File: src/rtl/ising_pkg.sv
// Shared definitions for the Ising run controller: FSM state encoding and
// the cell-address width helper.
package ising_pkg;

    typedef enum logic [2:0] {
        S_IDLE,
        S_WRITE,
        S_VREQ,
        S_VCMP,
        S_RUN,
        S_CAPT
    } state_t;

    function automatic int cell_addr_w(input int n);
        return (n > 1) ? $clog2(n) : 1;
    endfunction

endpackage

File: src/rtl/ising_run_controller_phase_sync.sv
// N-bit two-flop synchroniser bringing the asynchronous oscillator phases
// into the clk domain; runs continuously and resets to zero.
module phase_sync #(
    parameter int N = 8
) (
    input  logic         clk,
    input  logic         rstn,
    input  logic [N-1:0] async_in,
    output logic [N-1:0] sync_out
);

    logic [N-1:0] meta;

    always_ff @(posedge clk) begin
        if (!rstn) begin
            meta     <= '0;
            sync_out <= '0;
        end else begin
            meta     <= async_in;
            sync_out <= meta;
        end
    end

endmodule

File: src/rtl/ising_run_controller.sv
// Sequencer for one Ising coupling matrix: programs cell weights, runs the
// oscillators for a set number of cycles and captures the phase vector.
// Optional read-back check of each written cell: ISING_READBACK_VERIFY_EN.
module ising_run_controller
    import ising_pkg::*;
#(
    parameter int N      = 8,
    parameter int ADDR_W = cell_addr_w(N)
) (
    input  logic              clk,
    input  logic              axi_rstn,
    input  logic              cfg_valid,
    output logic              cfg_ready,
    input  logic [ADDR_W-1:0] cfg_s_addr,
    input  logic [ADDR_W-1:0] cfg_d_addr,
    input  logic [31:0]       cfg_data,
    input  logic              start,
    input  logic [31:0]       run_cycles,
    output logic              busy,
    output logic              done,
    output logic [N-1:0]      result,
    output logic              err_addr,
    output logic              err_verify,
    output logic              ising_rstn,
    output logic              wready,
    output logic              wr_match,
    output logic [ADDR_W-1:0] s_addr,
    output logic [ADDR_W-1:0] d_addr,
    output logic [31:0]       wdata,
    input  logic [31:0]       rdata,
    input  logic [N-1:0]      right_col
);

    state_t       state;
    logic [31:0]  count;
    logic [N-1:0] phase;

    phase_sync #(.N(N)) u_phase_sync (
        .clk      (clk),
        .rstn     (axi_rstn),
        .async_in (right_col),
        .sync_out (phase)
    );

`ifndef ISING_READBACK_VERIFY_EN
    logic unused_rdata;
    assign unused_rdata = ^rdata;
    assign err_verify   = 1'b0;
`endif

    // NOTE: all state and outputs update with non-blocking assignments so every
    // registered output reflects the same edge; outputs are set for the state
    // being entered, not the state being left.
    always_ff @(posedge clk) begin
        if (!axi_rstn) begin
            state      <= S_IDLE;
            count      <= '0;
            cfg_ready  <= 1'b1;
            busy       <= 1'b0;
            done       <= 1'b0;
            err_addr   <= 1'b0;
            ising_rstn <= 1'b0;
            wready     <= 1'b0;
            wr_match   <= 1'b0;
            s_addr     <= '0;
            d_addr     <= '0;
            wdata      <= '0;
            result     <= '0;
`ifdef ISING_READBACK_VERIFY_EN
            err_verify <= 1'b0;
`endif
        end else begin
            done <= 1'b0;
            case (state)
                S_IDLE: begin
                    // cfg_ready is always high here, so cfg_valid alone means
                    // acceptance and takes priority over start.
                    if (cfg_valid) begin
                        s_addr <= cfg_s_addr;
                        d_addr <= cfg_d_addr;
                        wdata  <= cfg_data;
                        if (cfg_s_addr >= cfg_d_addr) begin
                            state     <= S_WRITE;
                            cfg_ready <= 1'b0;
                            busy      <= 1'b1;
                            wr_match  <= 1'b1;
                            wready    <= 1'b1;
                        end else begin
                            err_addr <= 1'b1;
                        end
                    end else if (start) begin
                        count      <= (run_cycles == 32'd0) ? 32'd1 : run_cycles;
                        ising_rstn <= 1'b1;
                        cfg_ready  <= 1'b0;
                        busy       <= 1'b1;
                        state      <= S_RUN;
                    end
                end
                S_WRITE: begin
                    wready <= 1'b0;
`ifdef ISING_READBACK_VERIFY_EN
                    state <= S_VREQ;
`else
                    wr_match  <= 1'b0;
                    cfg_ready <= 1'b1;
                    busy      <= 1'b0;
                    state     <= S_IDLE;
`endif
                end
`ifdef ISING_READBACK_VERIFY_EN
                S_VREQ: state <= S_VCMP;
                S_VCMP: begin
                    if (rdata != wdata) err_verify <= 1'b1;
                    wr_match  <= 1'b0;
                    cfg_ready <= 1'b1;
                    busy      <= 1'b0;
                    state     <= S_IDLE;
                end
`endif
                S_RUN: begin
                    count <= count - 32'd1;
                    // Capture on the last RUN edge so result and done are
                    // valid during CAPT, right after the enable window.
                    if (count == 32'd1) begin
                        ising_rstn <= 1'b0;
                        result     <= phase;
                        done       <= 1'b1;
                        state      <= S_CAPT;
                    end
                end
                S_CAPT: begin
                    cfg_ready <= 1'b1;
                    busy      <= 1'b0;
                    state     <= S_IDLE;
                end
                default: begin
                    ising_rstn <= 1'b0;
                    wready     <= 1'b0;
                    wr_match   <= 1'b0;
                    cfg_ready  <= 1'b1;
                    busy       <= 1'b0;
                    state      <= S_IDLE;
                end
            endcase
        end
    end

endmodule

File: config.mk
export PLATFORM = sky130hd
export DESIGN_NAME = ising_run_controller
export DESIGN_NICKNAME = d
export VERILOG_FILES = /design/src/rtl/ising_pkg.sv /design/src/rtl/ising_run_controller_phase_sync.sv /design/src/rtl/ising_run_controller.sv
export SDC_FILE = /design/constraint.sdc
export NUM_CORES = 1
export LEC_CHECK = 0
export CORE_MARGIN = 5
export CORE_UTILIZATION = 42
export CTS_BUF_LIST = sky130_fd_sc_hd__clkbuf_4 sky130_fd_sc_hd__clkbuf_8
export CTS_CLUSTER_SIZE = 12
export DETAILED_ROUTE_END_ITERATION = 10
export PLACE_DENSITY = 0.82
export SLEW_MARGIN = 5
export SYNTH_ARGS = -nofsm -noshare
export SYNTH_HDL_FRONTEND = slang
export SYNTH_SLANG_ARGS = --single-unit
export TNS_END_PERCENT = 5
File: constraint.sdc
create_clock -name clk -period 1.6 [get_ports clk]
set_input_delay 0.24 -clock clk [delete_from_list [all_inputs] [get_ports clk]]
set_output_delay 0.24 -clock clk [all_outputs]
set_load 0.01 [all_outputs]
==> flow_metrics.py, run 1 <==
metrics = {
    "global_routing": {
        "overflow": 0,
        "grt_pass1_vias": 4913,
        "grt_pass1_wl_mm": 23.3,
        "grt_antenna_before_repair": 0,
        "track_usage_pct": 22.0,
        "grt_max_degree": 52,
    },
    "cells_and_area": {
        "syn_to_final_growth_pct": 59.7,
        "layout_commonest_cell": "clkdlybuf4s50_1",
        "antenna_cells": 0,
        "nets": 881,
        "n_fill_cell": 845,
        "multi_input_comb_area_mm2": 0.00254,
        "finish.utilization_pct": 67.6,
        "regArea_mm2": 0.00206,
        "final_cell_area_mm2": 0.00727,
        "layout_common_cells": "134 x clkdlybuf4s50_1, 98 x nand2_1, 95 x dfxtp_1",
        "layout.cells.non_filler": 907,
        "drive_gt1_share_pct": 22.9,
    },
    "cts": {
        "clkSlewWorstSetupHoldPaths_ps": 110,
        "cts_tree": "built",
        "clk_latency_ps": 380,
        "cts-root-buf": "clkbuf_8",
        "clockBufferDepth": 2,
        "cts_hold_buf": 0,
        "cts_buffers": 9,
        "h-tree-depth": 3,
        "clock_sinks": 102,
    },
    "route": {
        "postRouteAntennaNets": 0,
        "wl_met3_mm": 1.04,
        "topRoutingLayerUsed": "met4",
        "routed_wl_mm": 15.1,
        "drt_pre_antenna_iters": 5,
        "vias": 4961,
        "met1_length_mm": 6.18,
        "drt_iter0_drc": 445,
        "drt-vias-per-instance": 5.47,
        "drc": 0,
        "wire_per_inst_um": 16.6,
        "routed-wl-met2_mm": 7.39,
    },
    "setup_path": {
        "path_class": "flip-flop to flip-flop",
        "crit_path_end_kind": "flip-flop",
        "worstSetupStartpoint": "count[8]$_SDFFE_PN0P_",
        "cp.required_ps": 1870,
        "rrSetupSlack_ps": -240,
        "rr_startpoint": "count[8]$_SDFFE_PN0P_",
        "rr_worst_depth": 8,
        "cp-start-kind": "flip-flop",
        "critPathMaxFanout": 8,
        "arrival_ps": 2110,
    },
    "place": {
        "gp_congestion": 0.926,
        "dp.cells": 881,
        "place_area_mm2": 0.00674,
        "hpwl_mm": 10.7,
        "numPortBuffers": 134,
    },
    "status": {
        "violations": "negative setup slack",
        "run_status": "finished, violations left",
    },
    "logic_synthesis": {
        "async_flop_share_pct": 0,
        "synth_ff_type": "dfxtp_1",
        "synthTopCellsByArea": "dfxtp_1 45%, nand2_1 8.2%, a21oi_1 6.6%",
        "synth.distinct_cells": 58,
        "avgSynthCellArea_um2": 8.29,
        "syn_inst": 549,
        "synth_edf_count": 0,
        "yosysTopAreaCell": "dfxtp_1",
        "synth_nets": 668,
        "syn_area_mm2": 0.00455,
        "synth_top_area_share_pct": 44.9,
        "ys_seq_area_share_pct": 44.9,
        "yosysWarnings": 0,
        "synth-seq-cells": 102,
    },
    "timing": {
        "period_share_pct": 115,
        "setup_slack_ps": -242,
        "rsz0062_at_grt": "true",
        "min_period_ps": 1840,
        "final-setup-viol-count": 34,
        "max_freq_mhz": 543,
        "fin_skew_ps": 12.0,
        "finalHoldViolations": 0,
        "finalSetupTns_ps": -4600,
        "report.final.slew_viol_count": 0,
    },
    "die": {
        "ios": 168,
        "die_area_mm2": 0.0130,
        "start_util_pct": 42.4,
        "std_cell_rows": 38,
        "core_mm2": 0.0107,
        "dieHeight_um": 114,
        "die-width_um": 114,
    },
    "pwr": {
        "p_leak_uw": 0.00275,
        "ir_worst_vdd_v": 0.000480,
        "power_density_mw_per_mm2": 932,
    },
    "min_path": {
        "hold_depth": 3,
        "hold_path.class": "primary input to flip-flop",
        "worstHoldStart": "cfg_data[21]",
    },
    "run": {
        "drv_cap": 0,
    },
}
synthesized netlist by cell type (4+ instances only):
cell type,n
a211oi_1,9
a21oi_1,60
a311oi_1,5
and2_1,17
buf_4,4
clkbuf_1,27
dfxtp_1,102
ha_1,5
inv_1,9
mux2i_1,10
nand2_1,99
nand2b_1,5
nand4_1,5
nor2_1,38
nor3_1,28
nor3_2,4
nor4_1,17
o21ai_0,26
o221ai_1,5
or3_1,5
xnor2_1,9
cell families (layout without fill, tap and decap cells):
kind of cell | after synthesis | count (layout) | share of synthesized area, %
and+or+nand+nor | 240 | 240 | 26.9
AOI/OAI and AO/OA | 134 | 134 | 18.1
DFF | 102 | 102 | 44.9
buffers and inverters | 48 | 266 | 4.75
muxes | 10 | 10 | 2.20
xor gates and xnor gates | 9 | 9 | 1.73
adders and majority gates | 5 | 5 | 1.37
other | 1 | 1 | 0.0824
critical path: stages, from the launching register on:
cell      delay [ps]
dfxtp_1          340
buf_4            170
nor2_1           130
buf_4            150
nand4b_1         150
nor4_4           310
buf_6            190
mux2i_2          220
nor2_1            60
cell type report:
| cell class | instances | area share, % |
|---|---|---|
| multi-input cells | 399 | 34.9 |
| repair buffers | 240 | 30.9 |
| flip-flops and latches | 102 | 28.3 |
| well taps | 140 | 2.41 |
| clock buffers | 9 | 1.70 |
| clock inverters | 7 | 1.21 |
| inverters | 10 | 0.551 |
final timing paths:
kind | to
max | result[0]$_SDFFE_PN0P_
min | wdata[21]$_SDFFE_PN0P_
max reg2reg | result[0]$_SDFFE_PN0P_
min reg2reg | u_phase_sync.sync_out[3]$_SDFF_PN0_
metrics by stage:
stage               power [uW]  hold WS (ps)  worst slack (ps)
finish                    6770           399              -242
global route              7090           409              -342
CTS                       6610           388              -251
detailed placement        4810           419              -346
global placement          4750           416              -312
floorplan                 3770           367             -72.4
routing by layer:
metal	GRT usage [%]	vias up
met5	0	-
li1	-	2362
met3	3.75	41
met2	37.2	219
met1	27.8	2339
met4	9.03	0
sequential cells by signal (all words and copies together) (netlist names):
name                   flops
u_phase_sync.sync_out      8
u_phase_sync.meta          8
busy                       1
count                     32
s_addr                     3
d_addr                     3
ising_rstn                 1
err_addr                   1
done                       1
wdata                     32
state                      2
wr_match                   1
cfg_ready                  1
result                     8
what timing repair did:
action	4_1_cts	5_1_grt
resized for setup	23	31
gates cloned	1	0
pin swaps	6	12
endpoints found under the setup margin	34	42
buffers inserted	2	7
report_power, final:
group          switching [uW]  internal [uW]
clock                     981            762
combinational            1050           1110
sequential                142           2720
(Power assumes the default switching activity.)
==> run 2, diff against run 1 <==
- CAP_MARGIN: default -> 0
- PLACE_DENSITY: 0.82 -> 0.79
==> flow_metrics.py, run 2 (same netlist as run 1, synthesis figures left out) <==
metrics = {
    "setup_path": {
        "path_class": "flip-flop to flip-flop",
        "rr_startpoint": "count[26]$_SDFFE_PN0P_",
        "rrSetupSlack_ps": -240,
        "cp-start-kind": "flip-flop",
        "critPathMaxFanout": 9,
        "rr_worst_depth": 6,
        "r2r_end": "result[5]$_SDFFE_PN0P_",
        "crit_path_end_kind": "flip-flop",
        "cp.required_ps": 1860,
        "arrival_ps": 2110,
    },
    "cells_and_area": {
        "nets": 879,
        "layout_common_cells": "132 x clkdlybuf4s50_1, 99 x nand2_1, 94 x dfxtp_1, 94 x buf_4, 58 x a21oi_1",
        "drive_gt1_share_pct": 22.4,
        "layout_commonest_cell": "clkdlybuf4s50_1",
        "syn_to_final_growth_pct": 57.3,
        "antenna_cells": 0,
        "top_regs": "count (32), wdata (32)",
        "layout.cells.non_filler": 905,
    },
    "die": {
        "die_area_mm2": 0.0130,
        "dieHeight_um": 114,
        "core_mm2": 0.0107,
        "die-width_um": 114,
        "start_util_pct": 42.4,
        "ios": 168,
        "std_cell_rows": 38,
    },
    "timing": {
        "holdWs_ps": 411,
        "min_period_ps": 1840,
        "rsz0062_at_grt": "true",
        "period_share_pct": 115,
        "setup_slack_ps": -244,
        "final-setup-viol-count": 29,
        "max_freq_mhz": 542,
        "finalHoldViolations": 0,
        "report.final.slew_viol_count": 0,
        "fin_skew_ps": 16.9,
    },
    "min_path": {
        "worstHoldStart": "cfg_data[15]",
        "hold_end": "wdata[15]$_SDFFE_PN0P_",
        "hold_depth": 3,
        "hold_path.class": "primary input to flip-flop",
    },
    "run": {
        "drv_cap": 0,
    },
    "route": {
        "drc": 0,
        "drt_iter0_drc": 433,
        "drt-vias-per-instance": 5.53,
        "routed_wl_mm": 15.2,
        "vias": 5007,
        "wire_per_inst_um": 16.8,
        "drt_pre_antenna_iters": 5,
        "postRouteAntennaNets": 0,
    },
    "place": {
        "numPortBuffers": 134,
        "gp_congestion": 0.906,
        "dp.cells": 888,
        "hpwl_mm": 11.2,
    },
    "pwr": {
        "p_sw_share_pct": 32.3,
        "p_switching_uw": 2090,
        "ir_worst_vdd_v": 0.000482,
        "power_density_mw_per_mm2": 906,
        "internal-power_uw": 4390,
        "power_frac_comb_pct": 32.0,
        "clkPwrFrac_pct": 23.7,
        "sequentialPowerShare_pct": 44.3,
        "p_leak_uw": 0.00274,
    },
    "cts": {
        "clock_sinks": 102,
        "clockBufferDepth": 2,
        "cts_setup_buffers": 0,
        "cts_buffers": 9,
        "clk_latency_ps": 370,
        "cts-root-buf": "clkbuf_8",
        "cts_hold_buf": 0,
        "h-tree-depth": 3,
        "cts_tree": "built",
        "clkSlewWorstSetupHoldPaths_ps": 110,
    },
    "global_routing": {
        "overflow": 0,
        "grt_pass1_vias": 5038,
        "grt_pass1_wl_mm": 24.4,
        "grt_max_degree": 40,
        "track_usage_pct": 23.0,
        "grt_antenna_before_repair": 0,
    },
    "status": {
        "violations": "negative setup slack",
        "run_status": "finished, violations left",
    },
}
[run 2: cell types whose count changed in the layout (fill, tap and decap cells not counted), moves of 3 or more]
| cell | previous run | this run |
|---|---|---|
| buf_6 | 6 | 2 |
| nor3_2 | 15 | 11 |
| nor3_1 | 16 | 19 |
| nor4_2 | 1 | 6 |
| nor4_4 | 9 | 5 |
| dfxtp_2 | 5 | 8 |
[run 2: per-stage QoR]
| stage | setup TNS [ps] | setup slack [ps] | total power [uW] | util [%] | cell area [um^2] |
|---|---|---|---|---|---|
| CTS | -3760 | -210 | 6440 | 66.0 | 7090 |
| global route | -7380 | -359 | 6810 | 66.6 | 7160 |
| detailed placement | -11640 | -346 | 4830 | 63.2 | 6790 |
| floorplan | -856 | -72.4 | 3770 | - | 4580 |
| finish | -4030 | -244 | 6490 | 66.6 | 7160 |
| global placement | -9530 | -312 | 4770 | 63.2 | 6790 |
[run 2: layer usage]
layer	share of wire, %	GRT usage [%]	wire (um)	vias up
met1	41	28.9	6280	2367
met5	0	0	0	-
met2	49	39.1	7440	235
met3	7.3	4.44	1110	37
met4	2.3	8.87	342	0
li1	-	-	-	2368
[run 2: cell type report]
cell class	instances	area, um^2
Timing Repair Buffer	237	2210
Clock inverter	6	50.0
Sequential cell	102	2050
Inverter	10	37.5
Multi-Input combinational cell	400	2500
Tap cell	140	175
Fill cell	844	3580
Clock buffer	10	131
[run 2: power groups by stage]
stage	clock [uW]	combinational [uW]	sequential, uW
after CTS	1570	2010	2870
after global routing	1690	2220	2900
after detailed placement	0	1930	2910
final	1540	2080	2880
after global placement	0	1870	2890
after floorplan	0	830	2940
[run 2: worst max-delay path, cell delays in order (launching register included)]
cell,delay [ps]
dfxtp_2,370
nor4_4,350
nand4_1,180
nor4_2,290
buf_4,260
mux2i_1,230
nor2_1,50
[run 2: timing repair]
item	4_1_cts	5_1_grt
pin swaps	7	6
resized for setup	23	19
setup endpoints to repair	37	44
cloned	1	0
hold endpoints to repair	0	0
[run 2: worst max-delay path by stage]
stage,startpoint,end,slack [ps],cells after the start
6_report,count[26]$_SDFFE_PN0P_,result[5]$_SDFFE_PN0P_,-240,6
3_5_place_dp,cfg_s_addr[0],busy$_SDFFE_PN0P_,-350,8
4_1_cts,count[26]$_SDFFE_PN0P_,result[5]$_SDFFE_PN0P_,-210,6
2_1_floorplan,count[23]$_SDFFE_PN0P_,result[0]$_SDFFE_PN0P_,-70,6
5_1_grt,count[26]$_SDFFE_PN0P_,result[5]$_SDFFE_PN0P_,-360,6
3_3_place_gp,cfg_s_addr[0],wr_match$_SDFFE_PN0P_,-310,8
==> run 3, diff against run 2 <==
- GPL_ROUTABILITY_DRIVEN: default -> 0
==> flow_metrics.py, run 3 (same netlist as run 1, synthesis figures left out) <==
metrics = {
    "cts": {
        "clock_sinks": 102,
        "clkSlewWorstSetupHoldPaths_ps": 110,
        "h-tree-depth": 3,
        "cts-root-buf": "clkbuf_8",
        "cts_tree": "built",
        "clk_latency_ps": 380,
        "cts_buffers": 9,
        "clockBufferDepth": 2,
        "cts_hold_buf": 0,
    },
    "die": {
        "core_mm2": 0.0107,
        "std_cell_rows": 38,
        "start_util_pct": 42.4,
        "die_area_mm2": 0.0130,
        "die-width_um": 114,
        "dieHeight_um": 114,
        "ios": 168,
    },
    "route": {
        "drt-vias-per-instance": 5.54,
        "drt_iter0_drc": 526,
        "routed_wl_mm": 15.2,
        "vias": 5027,
        "drt_pre_antenna_iters": 5,
        "wire_per_inst_um": 16.7,
        "drc": 0,
        "postRouteAntennaNets": 0,
    },
    "cells_and_area": {
        "antenna_cells": 0,
        "layout_common_cells": "133 x clkdlybuf4s50_1, 99 x nand2_1, 95 x buf_4",
        "syn_to_final_growth_pct": 59.6,
        "top_regs": "count (32), wdata (32)",
        "layout_commonest_cell": "clkdlybuf4s50_1",
        "nets": 882,
        "drive_gt1_share_pct": 23.3,
    },
    "timing": {
        "max_freq_mhz": 548,
        "finalSetupTns_ps": -3700,
        "holdWs_ps": 397,
        "setup_slack_ps": -223,
        "fin_skew_ps": 16.2,
        "final-setup-viol-count": 28,
        "period_share_pct": 114,
        "min_period_ps": 1820,
        "rsz0062_at_grt": "true",
        "report.final.slew_viol_count": 0,
        "finalHoldViolations": 0,
    },
    "setup_path": {
        "rrSetupSlack_ps": -220,
        "cp_slowest_stage_delay_ps": 380,
        "cp_common_cell": "nor4_4",
        "worstSetupStartpoint": "count[26]$_SDFFE_PN0P_",
        "rr_worst_depth": 6,
        "critPathMaxFanout": 4,
        "endpoint": "result[3]$_SDFFE_PN0P_",
        "arrival_ps": 2100,
        "path_buf_inv": 1,
        "cp.required_ps": 1880,
        "rr_startpoint": "count[26]$_SDFFE_PN0P_",
        "cp-start-kind": "flip-flop",
        "crit_path_end_kind": "flip-flop",
        "path_cells": "nor4_4 > nand4_1 > nor4_4 > buf_4 > mux2i_1 > nor2_1",
        "crit_family": "simple AND/OR/NAND/NOR gates",
        "cpMaxStageDelayCell": "nor4_4",
        "path_class": "flip-flop to flip-flop",
        "r2r_end": "result[3]$_SDFFE_PN0P_",
        "cp_num_cells": 6,
    },
    "status": {
        "run_status": "finished, violations left",
        "violations": "negative setup slack",
    },
    "pwr": {
        "p_leak_uw": 0.00277,
        "power_density_mw_per_mm2": 929,
        "fin_total_pwr_uw": 6750,
        "ir_worst_vdd_v": 0.000568,
    },
    "place": {
        "hpwl_mm": 10.9,
        "numPortBuffers": 134,
        "pre_cts_ws_ps": -392,
    },
    "global_routing": {
        "grt_antenna_before_repair": 0,
        "grt_pass1_vias": 4882,
        "overflow": 0,
        "grt_max_degree": 40,
        "track_usage_pct": 22.1,
        "grt_pass1_wl_mm": 23.2,
    },
    "min_path": {
        "hold_path.class": "primary input to flip-flop",
    },
    "run": {
        "drv_cap": 0,
    },
}
==> run 3: area by class of cell <==
cell class | instances | area, um^2
clock buffers | 10 | 138
clock inverters | 6 | 77.6
fillers | 807 | 3480
inverters | 10 | 37.5
multi-input cells | 399 | 2510
flip-flops and latches | 102 | 2050
well taps | 140 | 175
repair buffers | 241 | 2270
==> run 3: report_power, final <==
part | switching, uW | leakage, uW | internal, uW
logic | 1030 | 0.00182 | 1090
clock network | 960 | 0.000107 | 796
registers | 149 | 0.000842 | 2730
==> run 3: per-layer routing <==
layer | global-route usage [%] | vias to the layer above | share of wire (%)
met4 | 8.95 | 0 | 2.8
li1 | - | 2367 | -
met1 | 27.5 | 2363 | 40
met5 | 0 | - | 0
met2 | 37.2 | 255 | 48
met3 | 4.65 | 42 | 9.0
==> run 3: metrics by stage <==
stage | instance area, um^2 | instances | utilization, %
floorplan | 4580 | 549 | -
global placement | 6810 | 887 | 63.3
detailed placement | 6810 | 887 | 63.3
CTS | 7180 | 907 | 66.8
global route | 7260 | 908 | 67.6
finish | 7260 | 908 | 67.6
==> run 3: worst register-to-register path: cells and delay by family, from the launching register on <==
| kind | cells | cell delay [ps] |
|---|---|---|
| buffers and inverters | 1 | 220 |
| flip-flops | 1 | 350 |
| multiplexers | 1 | 200 |
| AND/OR/NAND/NOR | 4 | 950 |
==> run 3: timing repair <==
item,4_1_cts,5_1_grt
endpoints found under the hold margin,0,0
resized for setup,32,22
cloned,1,0
setup endpoints to repair,36,46
setup buffers,3,1
pin swaps,13,7
==> run 3: worst min path at each step <==
stage | start | to | slack [ps] | depth (start not counted)
3_5_place_dp | u_phase_sync.meta[0]$_SDFF_PN0_ | u_phase_sync.sync_out[0]$_SDFF_PN0_ | 420 | 1
2_1_floorplan | right_col[0] | u_phase_sync.meta[0]$_SDFF_PN0_ | 370 | 1
4_1_cts | cfg_data[20] | wdata[20]$_SDFFE_PN0P_ | 390 | 3
5_1_grt | cfg_data[15] | wdata[15]$_SDFFE_PN0P_ | 400 | 3
6_report | cfg_data[20] | wdata[20]$_SDFFE_PN0P_ | 400 | 3
3_3_place_gp | u_phase_sync.meta[1]$_SDFF_PN0_ | u_phase_sync.sync_out[1]$_SDFF_PN0_ | 420 | 1
